**src/rtl/fixed_to_float_sp.sv**
```systemverilog
`default_nettype none
// ============================================================================
// Module      : fixed_to_float_sp
// Description : Converts a 32-bit two's-complement fixed-point word with
//               P_FRAC_BITS fractional bits into an IEEE-754 single-precision
//               float. Streaming, one word per cycle, no backpressure.
//               The path is an input capture register followed by three stages:
//                 stage 1 - sign and unsigned magnitude
//                 stage 2 - leading-one detection and left normalisation
//                 stage 3 - round or truncate, then pack the result
//               Configuration macro FIXED_TO_FLOAT_ROUND_EN:
//                 defined   -> round to nearest, ties to even
//                 undefined -> truncate toward zero; no rounding logic built
//               o_INEXACT flags discarded nonzero bits in either mode.
// Revision    : 1.0 - initial release
// ============================================================================
module fixed_to_float_sp #(
    parameter int P_FRAC_BITS = 0
) (
    input  logic        i_CLK,
    input  logic        i_RST_N,
    input  logic        i_VALID,
    input  logic [31:0] i_FIXED_WORD,
    output logic        o_VALID,
    output logic [31:0] o_FLOAT_RESULT,
    output logic        o_INEXACT
);

    // Exponent arithmetic stays within 8 bits: 127 + (0..31) - (0..31)
    // spans 96..158, and a rounding carry can only occur for p <= 30.
    localparam logic [7:0] c_EXP_BIAS  = 8'd127;
    localparam logic [7:0] c_FRAC_BITS = 8'(P_FRAC_BITS);

    // ------------------------------------------------------------------
    // Input capture
    // ------------------------------------------------------------------
    logic        r_in_valid;
    logic [31:0] r_in_word;

    // Register the incoming word when it is offered
    always_ff @(posedge i_CLK or negedge i_RST_N) begin
        if (!i_RST_N) begin
            r_in_valid <= 1'b0;
            r_in_word  <= 32'd0;
        end else begin
            r_in_valid <= i_VALID;
            if (i_VALID) begin
                r_in_word <= i_FIXED_WORD;
            end
        end
    end

    // ------------------------------------------------------------------
    // Stage 1: sign and magnitude
    // ------------------------------------------------------------------
    logic [31:0] w_s1_mag;
    logic        r_s1_valid;
    logic        r_s1_sign;
    logic [31:0] r_s1_mag;

    // Negating 0x80000000 in 32 bits yields 0x80000000, which is exactly
    // the correct unsigned magnitude, so no extra width is needed.
    assign w_s1_mag = r_in_word[31] ? (~r_in_word + 32'd1) : r_in_word;

    // Capture sign and unsigned magnitude
    always_ff @(posedge i_CLK or negedge i_RST_N) begin
        if (!i_RST_N) begin
            r_s1_valid <= 1'b0;
            r_s1_sign  <= 1'b0;
            r_s1_mag   <= 32'd0;
        end else begin
            r_s1_valid <= r_in_valid;
            if (r_in_valid) begin
                r_s1_sign <= r_in_word[31];
                r_s1_mag  <= w_s1_mag;
            end
        end
    end

    // ------------------------------------------------------------------
    // Stage 2: leading-one detection and normalisation
    // ------------------------------------------------------------------
    logic [4:0]  w_s2_pos;
    logic [4:0]  w_s2_shamt;
    logic [30:0] w_s2_norm;
    logic        w_s2_zero;

    logic        r_s2_valid;
    logic        r_s2_sign;
    logic        r_s2_zero;
    logic [4:0]  r_s2_pos;
    logic [30:0] r_s2_norm;

    // Highest set bit wins because later iterations overwrite earlier ones
    always_comb begin
        w_s2_pos = 5'd0;
        for (int i = 0; i < 32; i++) begin
            if (r_s1_mag[i]) begin
                w_s2_pos = 5'(i);
            end
        end
    end

    assign w_s2_zero  = (r_s1_mag == 32'd0);
    assign w_s2_shamt = 5'd31 - w_s2_pos;
    // After the shift the leading one sits at bit 31; it is implicit in the
    // float encoding, so only the 31 bits beneath it are kept.
    assign w_s2_norm  = 31'(r_s1_mag << w_s2_shamt);

    // Capture the normalised magnitude and its leading-one position
    always_ff @(posedge i_CLK or negedge i_RST_N) begin
        if (!i_RST_N) begin
            r_s2_valid <= 1'b0;
            r_s2_sign  <= 1'b0;
            r_s2_zero  <= 1'b1;
            r_s2_pos   <= 5'd0;
            r_s2_norm  <= 31'd0;
        end else begin
            r_s2_valid <= r_s1_valid;
            if (r_s1_valid) begin
                r_s2_sign <= r_s1_sign;
                r_s2_zero <= w_s2_zero;
                r_s2_pos  <= w_s2_pos;
                r_s2_norm <= w_s2_norm;
            end
        end
    end

    // ------------------------------------------------------------------
    // Stage 3: round or truncate, then pack
    // ------------------------------------------------------------------
    // r_s2_norm[30:8] is the 23-bit fraction; r_s2_norm[7:0] is discarded.
    logic [7:0]  w_s3_exp_base;
    logic [7:0]  w_s3_exp;
    logic [22:0] w_s3_frac;
    logic        w_s3_inexact;
    logic [31:0] w_s3_result;

    assign w_s3_exp_base = c_EXP_BIAS + {3'd0, r_s2_pos} - c_FRAC_BITS;
    assign w_s3_inexact  = |r_s2_norm[7:0];

`ifdef FIXED_TO_FLOAT_ROUND_EN
    logic        w_s3_guard;
    logic        w_s3_sticky;
    logic        w_s3_round_up;
    logic [23:0] w_s3_frac_inc;
    logic        w_s3_carry;

    // Round half to even: bump on guard when sticky is set or the kept
    // LSB is odd. A carry out of the fraction means the significand
    // overflowed to 2.0, so the exponent steps up and the fraction is zero.
    assign w_s3_guard    = r_s2_norm[7];
    assign w_s3_sticky   = |r_s2_norm[6:0];
    assign w_s3_round_up = w_s3_guard & (w_s3_sticky | r_s2_norm[8]);
    assign w_s3_frac_inc = {1'b0, r_s2_norm[30:8]} + {23'd0, w_s3_round_up};
    assign w_s3_carry    = w_s3_frac_inc[23];
    assign w_s3_frac     = w_s3_carry ? 23'd0 : w_s3_frac_inc[22:0];
    assign w_s3_exp      = w_s3_exp_base + {7'd0, w_s3_carry};
`else
    // Truncation toward zero in magnitude: simply drop the low bits
    assign w_s3_frac = r_s2_norm[30:8];
    assign w_s3_exp  = w_s3_exp_base;
`endif

    // Zero has no leading one; force +0.0 rather than packing garbage
    assign w_s3_result = r_s2_zero ? 32'd0 : {r_s2_sign, w_s3_exp, w_s3_frac};

    // Registered outputs; data holds its last value when no word arrives
    always_ff @(posedge i_CLK or negedge i_RST_N) begin
        if (!i_RST_N) begin
            o_VALID        <= 1'b0;
            o_FLOAT_RESULT <= 32'd0;
            o_INEXACT      <= 1'b0;
        end else begin
            o_VALID <= r_s2_valid;
            if (r_s2_valid) begin
                o_FLOAT_RESULT <= w_s3_result;
                o_INEXACT      <= r_s2_zero ? 1'b0 : w_s3_inexact;
            end
        end
    end

endmodule
`default_nettype wire

```
**config.mk**
```make
export PLATFORM = sky130hd
export DESIGN_NAME = fixed_to_float_sp
export DESIGN_NICKNAME = d
export VERILOG_FILES = /design/src/rtl/fixed_to_float_sp.sv
export SDC_FILE = /design/constraint.sdc
export NUM_CORES = 1
export LEC_CHECK = 0
export CAP_MARGIN = 20
export CORE_UTILIZATION = 55
export DETAILED_ROUTE_END_ITERATION = 7
export PLACE_DENSITY = 0.84
export SLEW_MARGIN = 20
export SYNTH_ARGS = -nofsm -noshare
export SYNTH_HDL_FRONTEND = slang
export SYNTH_SLANG_ARGS = --single-unit
```
**constraint.sdc**
```tcl
create_clock -name i_CLK -period 3.4 [get_ports i_CLK]
set_input_delay 1.02 -clock i_CLK [delete_from_list [all_inputs] [get_ports i_CLK]]
set_output_delay 1.02 -clock i_CLK [all_outputs]
set_load 0.02 [all_outputs]
```
* Word level (Yosys, flattened, before mapping) *
Cells that the tools add are included.

word-level totals
  register bits after elaboration = 140

cells by class
  add/subtract/negate cells = 3
  shifts and indexed selects = 1
  mux-type cells = 34
  bitwise logic cells = 1
  reduce and logical (&&, ||, !) cells = 2

operators with widths
  operator                                                          count
  5-bit 2-to-1 mux                                                  29
  32-bit 2-to-1 mux                                                 2
  32-bit by 1-bit adder with 32-bit output (second input constant)  1
  32-bit zero test                                                  1
  32-bit inverter                                                   1
  32-bit by 5-bit left shift with 31-bit output                     1
  7-bit by 5-bit adder with 8-bit output (first input constant)     1
  8-bit OR reduction                                                1
  5-bit subtractor (first input constant)                           1
  1-bit 2-to-1 mux                                                  2
  2-bit 2-to-1 mux                                                  1

* Longest topological paths before layout *
Gate-level depths: netlist of the first run.

  word-level depth = 33
  mapped depth = 12
  depth with buffers taken out = 10

* Worst setup path after synthesis of the first run *
No wires, ideal clock.

  path type = register -> register
  start point = reg r_s1_mag[7]
  end point = reg r_s2_norm[27]
  setup time = 0.147 ns
  arrival = 2.514 ns
  data required time = 3.253 ns
  setup slack = 0.739 ns
  cell stages (with the launch flop) = 9
  clock period less this slack = 2.661 ns
  cells stage by stage = dfrtp_1 or4_1 a2111oi_1 o21ai_1 a21o_1 buf_1 and3_1 a2111oi_0 a311oi_1

on the way
  cells in the longest elaborated chain, start to end = 27

RTL lines
  what                                               line  source
  start, declared                                    59    logic [31:0] r_s1_mag;
  start signal, assigned                             75    r_s1_mag <= w_s1_mag;
  5-bit 2-to-1 mux (25 in series)                    98    if (r_s1_mag[i]) begin
  5-bit subtractor                                   105   assign w_s2_shamt = 5'd31 - w_s2_pos;
  32-bit by 5-bit left shift with 31-bit output (*)  108   assign w_s2_norm = 31'(r_s1_mag << w_s2_shamt);
  end signal, assigned                               124   r_s2_norm <= w_s2_norm;
  end, declared                                      92    logic [30:0] r_s2_norm;

Mark *: on every way between the ends. The rest lies on a longest branch, timed or not.
A chain may end at the register's enable or synchronous reset.

* Worst setup path after layout of the first run *
  start point = reg r_s1_mag[11]
  end point = reg r_s2_norm[12]

on the way
  cells in the longest elaborated chain, start to end = 23

RTL lines
  what                                               line
  5-bit 2-to-1 mux (21 in series)                    98
  5-bit subtractor                                   105
  32-bit by 5-bit left shift with 31-bit output (*)  108

Marks and branches as above.

==> impl_metrics.json, run 1 <==
{
  "synth_top_cell_area_share": 0.452,
  "regArea_sq_um": 3510,
  "clock_latency_ps": 430,
  "maxSlewViolCount": 0,
  "critPathArrivalTime_ps": 3590,
  "dr.pass1.iters": 5,
  "gp_congestion": 0.959,
  "start_util": 0.572,
  "total_power_mw": 5.72,
  "p_comb_frac": 0.302,
  "cts.path.max_buffers": 2,
  "cp_top_family": "compound AO/OA/AOI/OAI gates",
  "drt_iter0_drc": 468,
  "finalCriticalPeriod_ps": 3230,
  "finalSetupViolCount": 0,
  "antenna_cells": 0,
  "clk_pin_slew_ps": 60,
  "final_area_sq_um": 9150,
  "ctsResizeCount": 0,
  "cts_setup_buffers": 0,
  "coreArea_sq_um": 13500,
  "yosys.area.top_type": "dfrtp_1",
  "tightestPinTransition_ps": 1000,
  "intPower_mw": 3.77,
  "rsz0062_at_grt": "no",
  "cp-start-kind": "flop",
  "cp-end-kind": "flop",
  "io_buffers": 68,
  "synth_cell_types": 69,
  "pwr-share-seq": 0.409,
  "setup.worst_path.class": "reg2reg",
  "cp_max_fo": 20,
  "ys_ff_latch": 140,
  "required_ps": 3770,
  "drc": 0,
  "multi_input_area_sq_um": 3870,
  "synth_area_leaders": "dfrtp_1 45%, mux2i_1 6.6%, mux2_2 5.7%",
  "holdBufCountCts": 0,
  "clock-sinks": 140,
  "path_cells": "or4_1 > a2111oi_2 > o2111ai_1 > and2_1 > buf_12 > mux2i_1 > a21oi_1 > o221ai_1 > o21a_1",
  "h-tree-depth": 4,
  "final_antenna_net_count": 0,
  "die_area_sq_um": 14500,
  "fin_setup_tns_ps": 0,
  "vias": 6414,
  "overflow": 0,
  "finalWirelength_microns": 20300,
  "whs_ps": 499,
  "pin_count": 69,
  "nFillCells": 1023,
  "area.growth.synth_to_final_pct": 18.9,
  "grt_pass1_wl_microns": 33200,
  "grt_pass1_vias": 6270,
  "synth_nets": 818,
  "clock_skew_ps": 7.34,
  "hold_viol_final": 0,
  "status": "finished clean",
  "power_density_nw_per_um2": 625,
  "max_freq_mhz": 310,
  "synth_area_per_cell_sq_um": 9.85,
  "synth-seq-area-share": 0.456,
  "path_buf_inv": 1,
  "total_leakage_power_nw": 3.73,
  "cts_made_buffers": 17,
  "finalCritPeriodShare": 0.949,
  "stdcell_count": 1034,
  "netlist_area_sq_um": 7690,
  "grt_max_degree": 71,
  "crit_slowest_cell": "or4_1",
  "cts.root.buffer_cell": "clkbuf_16",
  "power.share.clock": 0.289,
  "detailed_place.area_sq_um": 8610,
  "dp_hpwl_microns": 14600,
  "via_per_inst": 6.20,
  "relSlewSlack": 0.332,
  "hp-class": "reg2reg",
  "synth-edff-count": 0,
  "rows": 42,
  "yosysWarnings": 0,
  "dp_cells": 1002,
  "syn_inst": 781,
  "max_cap_viol_count": 0,
  "peakVddDrop_mv": 0.352,
  "antenna_found_initial": 0,
  "die_w_microns": 120,
  "wl_per_cell_microns": 19.6,
  "switching_share": 0.341,
  "p_switching_mw": 1.95,
  "cts_tree": "done",
  "slowest_delay_ps": 600,
  "grtUsageTotal": 0.300,
  "die_y_microns": 120,
  "drive_gt1_frac": 0.167,
  "synth_ff_type": "dfrtp_1",
  "async_flop_share": 1.00,
  "fin_nets": 882
}
## logic make-up (layout without fill, tap and decap cells)
logic type	Yosys count	in the layout	synth area share
AOI/OAI and AO/OA	212	212	0.192
xor gates and xnor gates	32	32	0.0364
adders and majority gates	2	2	0.00325
buffers and inverters	77	154	0.0426
DFF	140	140	0.456
muxes	92	92	0.127
and+or+nand+nor	226	226	0.143
## path summary, 6_finish.rpt
kind,depth (start not counted),slack [ps],startpoint,end
setup / recovery,9,170,r_s1_mag[11]$_DFFE_PN0P_,r_s2_norm[12]$_DFFE_PN0P_
hold / removal,1,500,r_s2_norm[17]$_DFFE_PN0P_,r_s2_norm[17]$_DFFE_PN0P_
setup reg to reg,9,170,r_s1_mag[11]$_DFFE_PN0P_,r_s2_norm[12]$_DFFE_PN0P_
hold reg to reg,1,500,r_s2_norm[17]$_DFFE_PN0P_,r_s2_norm[17]$_DFFE_PN0P_
max in group asynchronous,2,2080,i_RST_N,r_s1_mag[10]$_DFFE_PN0P_
min in group asynchronous,1,600,i_RST_N,o_FLOAT_RESULT[30]$_DFFE_PN0P_
## cells in the mapped netlist (6+ instances only)
library cell and count:
dfrtp_1 139, nor2_1 77, a21oi_1 52, mux2i_1 51
nand2_1 45, mux2_2 39, clkbuf_1 33, nor2b_1 30
inv_1 29, o21ai_0 29, xor2_1 29, a31o_2 26
o22ai_1 17, nor3_1 15, nor4_1 11, nand3_1 10
o21a_1 9, o31ai_1 8, buf_2 7, o221ai_1 7
o41ai_1 6, or2_2 6, or3_1 6
## state kept, by name, indices dropped and copies added (netlist names)
register and flops:
r_s2_valid 1, o_INEXACT 1, r_s1_valid 1, o_VALID 1
r_s2_zero 1, r_in_valid 1, r_s2_pos 5, r_s2_norm 31
r_s1_sign 1, r_s1_mag 32, r_in_word 32, o_FLOAT_RESULT 32
r_s2_sign 1
## per-layer routing
layer | routed length (microns) | up-vias | global-route usage
met3 | 1010 | 49 | 0.0486
met5 | 0 | - | 0
met1 | 8430 | 3117 | 0.371
met4 | 542 | 0 | 0.126
li1 | - | 2978 | -
met2 | 10300 | 270 | 0.521
## worst reg2reg max path, delay by kind of cell (launching register included)
kind                   cells  cell delay, ps
flip-flops                 1             470
AO/OA/AOI/OAI              5            1310
AND/OR/NAND/NOR            2             850
multiplexers               1             390
buffers and inverters      1             160
## cell type report
type	instances	area share
Clock buffer	19	0.0495
Sequential cell	140	0.383
Clock inverter	13	0.00834
Inverter	30	0.0123
Tap cell	176	0.0241
Multi-Input combinational cell	564	0.423
Timing Repair Buffer	92	0.0997
## stage by stage
step	setup slack, ps	util
after floorplan	739	-
after global placement	200	0.640
after detailed placement	209	0.640
after CTS	196	0.680
after global routing	38.5	0.680
final	174	0.680
## layout by cell type, fill, tap and decap left out, drive strengths merged, types with 6 or more instances in the layout
cell type | synthesis | layout
nor2b | 30 | 30
or2 | 6 | 6
nand2 | 46 | 46
o41ai | 6 | 6
buf | 14 | 25
clkbuf | 33 | 19
xor2 | 29 | 29
o31ai | 8 | 8
nand3 | 10 | 10
nor2 | 79 | 79
o221ai | 7 | 7
clkinv | 1 | 11
nor3 | 16 | 16
dfrtp | 139 | 139
mux2i | 51 | 51
a31o | 26 | 26
o21ai | 30 | 30
inv | 29 | 29
a21oi | 54 | 54
o21a | 9 | 9
or3 | 6 | 6
nor4 | 11 | 11
clkdlybuf4s50 | 0 | 67
mux2 | 41 | 41
o22ai | 17 | 17
## power groups by stage
stage | clock network [mW] | registers [mW] | logic [mW]
5_1_grt | 1.75 | 2.38 | 1.88
3_3_place_gp | 0 | 2.34 | 1.67
4_1_cts | 1.68 | 2.33 | 1.72
3_5_place_dp | 0 | 2.36 | 1.70
2_1_floorplan | 0 | 2.33 | 1.08
6_report | 1.65 | 2.34 | 1.73
Power figures use the tool's default switching activity.
==> run 2: changes to the inputs <==
- CORE_ASPECT_RATIO: default -> 1.4
- GPL_TIMING_DRIVEN: default -> 1
==> run 2 against run 1 <==
Effect of this change:
- sequential power hardly changed
- register-to-register slack worse by 95 ps
- critical endpoint is now r_s2_norm[20]$_DFFE_PN0P_
- total power is 5.8% higher
- worst setup slack worse by 95 ps
- global-route usage is 0.23 points higher
- maximum frequency is 2.9% lower
- via count is 0.37% higher
- hold slack worse by 2.1 ps
- highest routed layer unchanged
- first-iteration DRC count is 42% lower
- clock power is 16% higher
- die area hardly changed
==> impl_metrics.json, run 2 (synthesized netlist as in run 1, its figures left out) <==
{
  "status": "finished clean",
  "max_cap_viol_count": 0,
  "overflow": 0,
  "hp-start": "r_s2_norm[14]$_DFFE_PN0P_",
  "hold_viol_final": 0,
  "clock_latency_ps": 420,
  "required_ps": 3760,
  "ff2ff_setup_slack_ps": 80,
  "holdBufCountCts": 0,
  "grtUsageTotal": 0.303,
  "antenna_cells": 0,
  "cts.root.buffer_cell": "clkbuf_16",
  "vias": 6438,
  "critPathArrivalTime_ps": 3680,
  "relSlewSlack": 0.358,
  "fin_nets": 902,
  "reg2reg_depth": 9,
  "max_freq_mhz": 301,
  "worstHoldPathCells": 1,
  "grt_max_degree": 73,
  "total_power_mw": 6.05,
  "via_per_inst": 6.09,
  "clock-sinks": 140,
  "finalCriticalPeriod_ps": 3320,
  "drt_iter0_drc": 272,
  "cts_tree": "done",
  "final_area_sq_um": 9390,
  "power_density_nw_per_um2": 645,
  "drc": 0,
  "die_y_microns": 142,
  "die_area_sq_um": 14500,
  "fin_setup_tns_ps": 0,
  "pin_count": 69,
  "peakVddDrop_mv": 0.386,
  "h-tree-depth": 4,
  "drive_gt1_frac": 0.182,
  "cp-end-kind": "flop",
  "area.growth.synth_to_final_pct": 22.0,
  "top_regs": "o_FLOAT_RESULT: 32 flops, r_in_word: 32 flops, r_s1_mag: 32 flops",
  "total_leakage_power_nw": 3.87,
  "rows": 50,
  "cts_setup_buffers": 0,
  "cp_top_family": "compound AO/OA/AOI/OAI gates",
  "setup.worst_path.class": "reg2reg",
  "ctsResizeCount": 0,
  "dp_cells": 1028,
  "final_core_util": 0.695,
  "io_buffers": 68,
  "gp_congestion": 0.932,
  "cp_max_fo": 7,
  "wl_per_cell_microns": 19.6,
  "detailed_place.area_sq_um": 8780,
  "r2r-end": "r_s2_norm[20]$_DFFE_PN0P_",
  "stdcell_count": 1058,
  "dp_hpwl_microns": 15400,
  "timing.rr.start": "r_s1_mag[14]$_DFFE_PN0P_",
  "coreArea_sq_um": 13500,
  "antenna_found_initial": 0,
  "clock_skew_ps": 11.0,
  "tightestPinTransition_ps": 964,
  "rsz0062_at_grt": "no",
  "cp-start-kind": "flop",
  "path_cells": "or4_1 > a2111oi_2 > o2111ai_1 > nand2_2 > buf_4 > mux2i_1 > mux2i_1 > o22ai_1 > a31o_2",
  "crit_slowest_cell": "or4_1",
  "final_common_cell": "dfrtp_1",
  "die_w_microns": 102,
  "final_cell_mix": "137 x dfrtp_1, 77 x nor2_1, 67 x clkdlybuf4s50_1",
  "cts_made_buffers": 17,
  "grt_pass1_vias": 6422,
  "finalCritPeriodShare": 0.977,
  "dr.pass1.iters": 5,
  "start_util": 0.569,
  "grt_pass1_wl_microns": 32900,
  "final_antenna_net_count": 0,
  "slowest_delay_ps": 630,
  "clk_pin_slew_ps": 60,
  "crit_top_cell": "mux2i_1",
  "hold_end": "r_s2_norm[14]$_DFFE_PN0P_",
  "hp-class": "reg2reg",
  "finalSetupViolCount": 0,
  "path_buf_inv": 1,
  "maxSlewViolCount": 0,
  "cts.path.max_buffers": 2,
  "finalWirelength_microns": 20700
}
## run 2: metrics by stage
stage / setup WS (ps) / hold slack [ps]
after floorplan: 739 / 352
after global placement: 96.3 / 475
after detailed placement: 126 / 488
after CTS: 87.4 / 501
after global routing: 1.73 / 527
final: 78.4 / 497
## run 2: layout make-up
cell class | count | area [sq um]
clock buffer | 18 | 429
clock inverter | 12 | 175
fill | 1059 | 4130
inverter | 30 | 113
multi-input combinational | 564 | 3860
sequential | 140 | 3510
tap | 182 | 228
timing repair buffer | 112 | 1070
## run 2: power breakdown
| group | switching (mW) | total, mW | internal (mW) |
|---|---|---|---|
| combinational | 0.947 | 1.83 | 0.879 |
| sequential | 0.320 | 2.31 | 1.99 |
| clock | 0.700 | 1.92 | 1.22 |
## run 2: metal layers
metal	track usage	routed length [microns]
met5	0	0
met3	0.0388	700
met4	0.207	1290
met2	0.550	11100
met1	0.320	7630
## run 2: worst max-delay path by stage
stage | slack (ps) | end | depth (start not counted) | start
after floorplan | 740 | r_s2_norm[27]$_DFFE_PN0P_ | 8 | r_s1_mag[7]$_DFFE_PN0P_
after global placement | 100 | r_s2_norm[8]$_DFFE_PN0P_ | 9 | r_s1_mag[14]$_DFFE_PN0P_
after detailed placement | 130 | r_s2_norm[12]$_DFFE_PN0P_ | 9 | r_s1_mag[14]$_DFFE_PN0P_
after CTS | 90 | r_s2_norm[20]$_DFFE_PN0P_ | 11 | r_s1_mag[14]$_DFFE_PN0P_
after global routing | 2 | r_s2_norm[20]$_DFFE_PN0P_ | 11 | r_s1_mag[14]$_DFFE_PN0P_
final | 80 | r_s2_norm[20]$_DFFE_PN0P_ | 9 | r_s1_mag[14]$_DFFE_PN0P_
==> run 3: changes to the inputs <==
- CORE_MARGIN: default -> 4
==> run 3 against run 2 <==
Effect of this change:
- cell area is essentially flat
- non-clock buffer count shrank 2
- first-iteration DRC count grew 6.6%
- combinational power is essentially flat
- clock skew shrank 1.8 ps
- routed wire length grew 5.4%
- critical endpoint is now r_s2_norm[28]$_DFFE_PN0P_
- largest cell class unchanged
- highest routed layer unchanged
==> impl_metrics.json, run 3 (synthesized netlist as in run 1, its figures left out) <==
{
  "status": "finished clean",
  "cts_made_buffers": 17,
  "overflow": 0,
  "final_cell_mix": "137 x dfrtp_1, 77 x nor2_1, 67 x clkdlybuf4s50_1",
  "clk_pin_slew_ps": 60,
  "io_buffers": 68,
  "worstHoldPathCells": 1,
  "multi_input_area_sq_um": 3890,
  "hold_viol_final": 0,
  "max_cap_viol_count": 0,
  "cts.root.buffer_cell": "clkbuf_16",
  "grt_max_degree": 63,
  "area.growth.synth_to_final_pct": 22.1,
  "hp-class": "reg2reg",
  "clock_latency_ps": 410,
  "maxSlewViolCount": 0,
  "final_area_sq_um": 9390,
  "rsz0062_at_grt": "no",
  "cts_tree": "done",
  "crit_slowest_cell": "or4_1",
  "total_leakage_power_nw": 3.84,
  "drc": 0,
  "relSlewSlack": 0.342,
  "peakVddDrop_mv": 0.382,
  "tightestPinTransition_ps": 986,
  "antenna_cells": 0,
  "power_density_nw_per_um2": 648,
  "nFillCells": 1038,
  "timing.rr.start": "r_s1_mag[11]$_DFFE_PN0P_",
  "final_common_cell": "dfrtp_1",
  "critPathArrivalTime_ps": 3580,
  "vias": 6490,
  "hold_end": "r_s2_norm[17]$_DFFE_PN0P_",
  "die_area_sq_um": 16000,
  "finalWirelength_microns": 21800,
  "regArea_sq_um": 3510,
  "top_regs": "o_FLOAT_RESULT: 32 flops, r_in_word: 32 flops, r_s1_mag: 32 flops",
  "detailed_place.area_sq_um": 8750,
  "grtUsageTotal": 0.282,
  "die_y_microns": 148,
  "whs_ps": 496,
  "reg2reg_depth": 10,
  "grt_pass1_vias": 6689,
  "dp_hpwl_microns": 16400,
  "finalCriticalPeriod_ps": 3240,
  "via_per_inst": 6.13,
  "ff2ff_setup_slack_ps": 160,
  "cp-start-kind": "flop",
  "dr.pass1.iters": 5,
  "slowest_delay_ps": 640,
  "drt_iter0_drc": 290,
  "wl_per_cell_microns": 20.6,
  "start_util": 0.569,
  "path_cells": "or4_1 > a2111oi_4 > o2111ai_1 > and2_1 > buf_12 > mux2i_1 > mux2i_1 > buf_4 > mux2i_1 > o221a_2",
  "setup.worst_path.class": "reg2reg",
  "hp-start": "r_s2_norm[17]$_DFFE_PN0P_",
  "finalSetupViolCount": 0,
  "gp_congestion": 1.03,
  "cts.path.max_buffers": 2,
  "finalCritPeriodShare": 0.952,
  "cp_max_fo": 20,
  "die_w_microns": 108,
  "crit_top_cell": "mux2i_1",
  "final_antenna_net_count": 0,
  "final_core_util": 0.695,
  "drive_gt1_frac": 0.185,
  "clock-sinks": 140,
  "required_ps": 3750,
  "grt_pass1_wl_microns": 34600,
  "cp-end-kind": "flop",
  "rows": 50,
  "pin_count": 69,
  "coreArea_sq_um": 13500,
  "h-tree-depth": 4,
  "fin_nets": 900,
  "r2r-end": "r_s2_norm[28]$_DFFE_PN0P_",
  "cts_setup_buffers": 0,
  "max_freq_mhz": 309,
  "clock_skew_ps": 9.22,
  "antenna_found_initial": 0
}
## run 3: power by group
group          total, mW  internal [mW]  switching [mW]  leakage, nW
Sequential          2.31           1.99           0.324         1.61
Clock               1.92           1.18           0.737        0.280
Combinational       1.85          0.884           0.968         1.95
Total               6.08           4.05            2.03         3.84
## run 3: area by class of cell
type                            count  share of cell area
Multi-Input combinational cell    564               0.414
Inverter                           30              0.0120
Sequential cell                   140               0.373
Clock buffer                       20              0.0476
Clock inverter                     12              0.0173
Timing Repair Buffer              110               0.111
Tap cell                          182              0.0242
## run 3: worst max-delay path: cells and delay by family (launching register included)
kind                   cells  cell delay (ps)
AOI/OAI and AO/OA          3              790
DFF                        1              470
muxes                      3              690
buffers and inverters      2              350
and+or+nand+nor            2              850
## run 3: how the worst max path moves through the flow
stage	start	to	slack, ps
2_1_floorplan	r_s1_mag[7]$_DFFE_PN0P_	r_s2_norm[27]$_DFFE_PN0P_	740
3_3_place_gp	r_s1_mag[11]$_DFFE_PN0P_	r_s2_norm[29]$_DFFE_PN0P_	-140
3_5_place_dp	r_s1_mag[11]$_DFFE_PN0P_	r_s2_norm[29]$_DFFE_PN0P_	-110
4_1_cts	r_s1_mag[11]$_DFFE_PN0P_	r_s2_norm[24]$_DFFE_PN0P_	10
5_1_grt	r_s1_mag[11]$_DFFE_PN0P_	r_s2_norm[26]$_DFFE_PN0P_	1
6_report	r_s1_mag[11]$_DFFE_PN0P_	r_s2_norm[28]$_DFFE_PN0P_	160
## run 3: per-stage QoR
stage | std cells | worst slack [ps] | setup TNS [ps] | power (mW)
detailed placement | 1026 | -106 | -223 | 4.16
global placement | 1026 | -139 | -262 | 4.10
finish | 1058 | 165 | 0 | 6.08
CTS | 1058 | 10.9 | 0 | 6.09
global route | 1058 | 1.34 | 0 | 6.38
floorplan | 781 | 739 | 0 | 3.40
## run 3: repair_timing
item	4_1_cts	5_1_grt
setup endpoints to repair	4	15
gates resized for setup	2	3
hold buffers	0	0
## run 3: metal layers
metal / GRT usage / up-vias / part of all wire
met5: 0 / - / 0
met4: 0.190 / 0 / 0.064
met3: 0.0284 / 65 / 0.039
met2: 0.518 / 241 / 0.53
met1: 0.297 / 3163 / 0.37
li1: - / 3021 / -
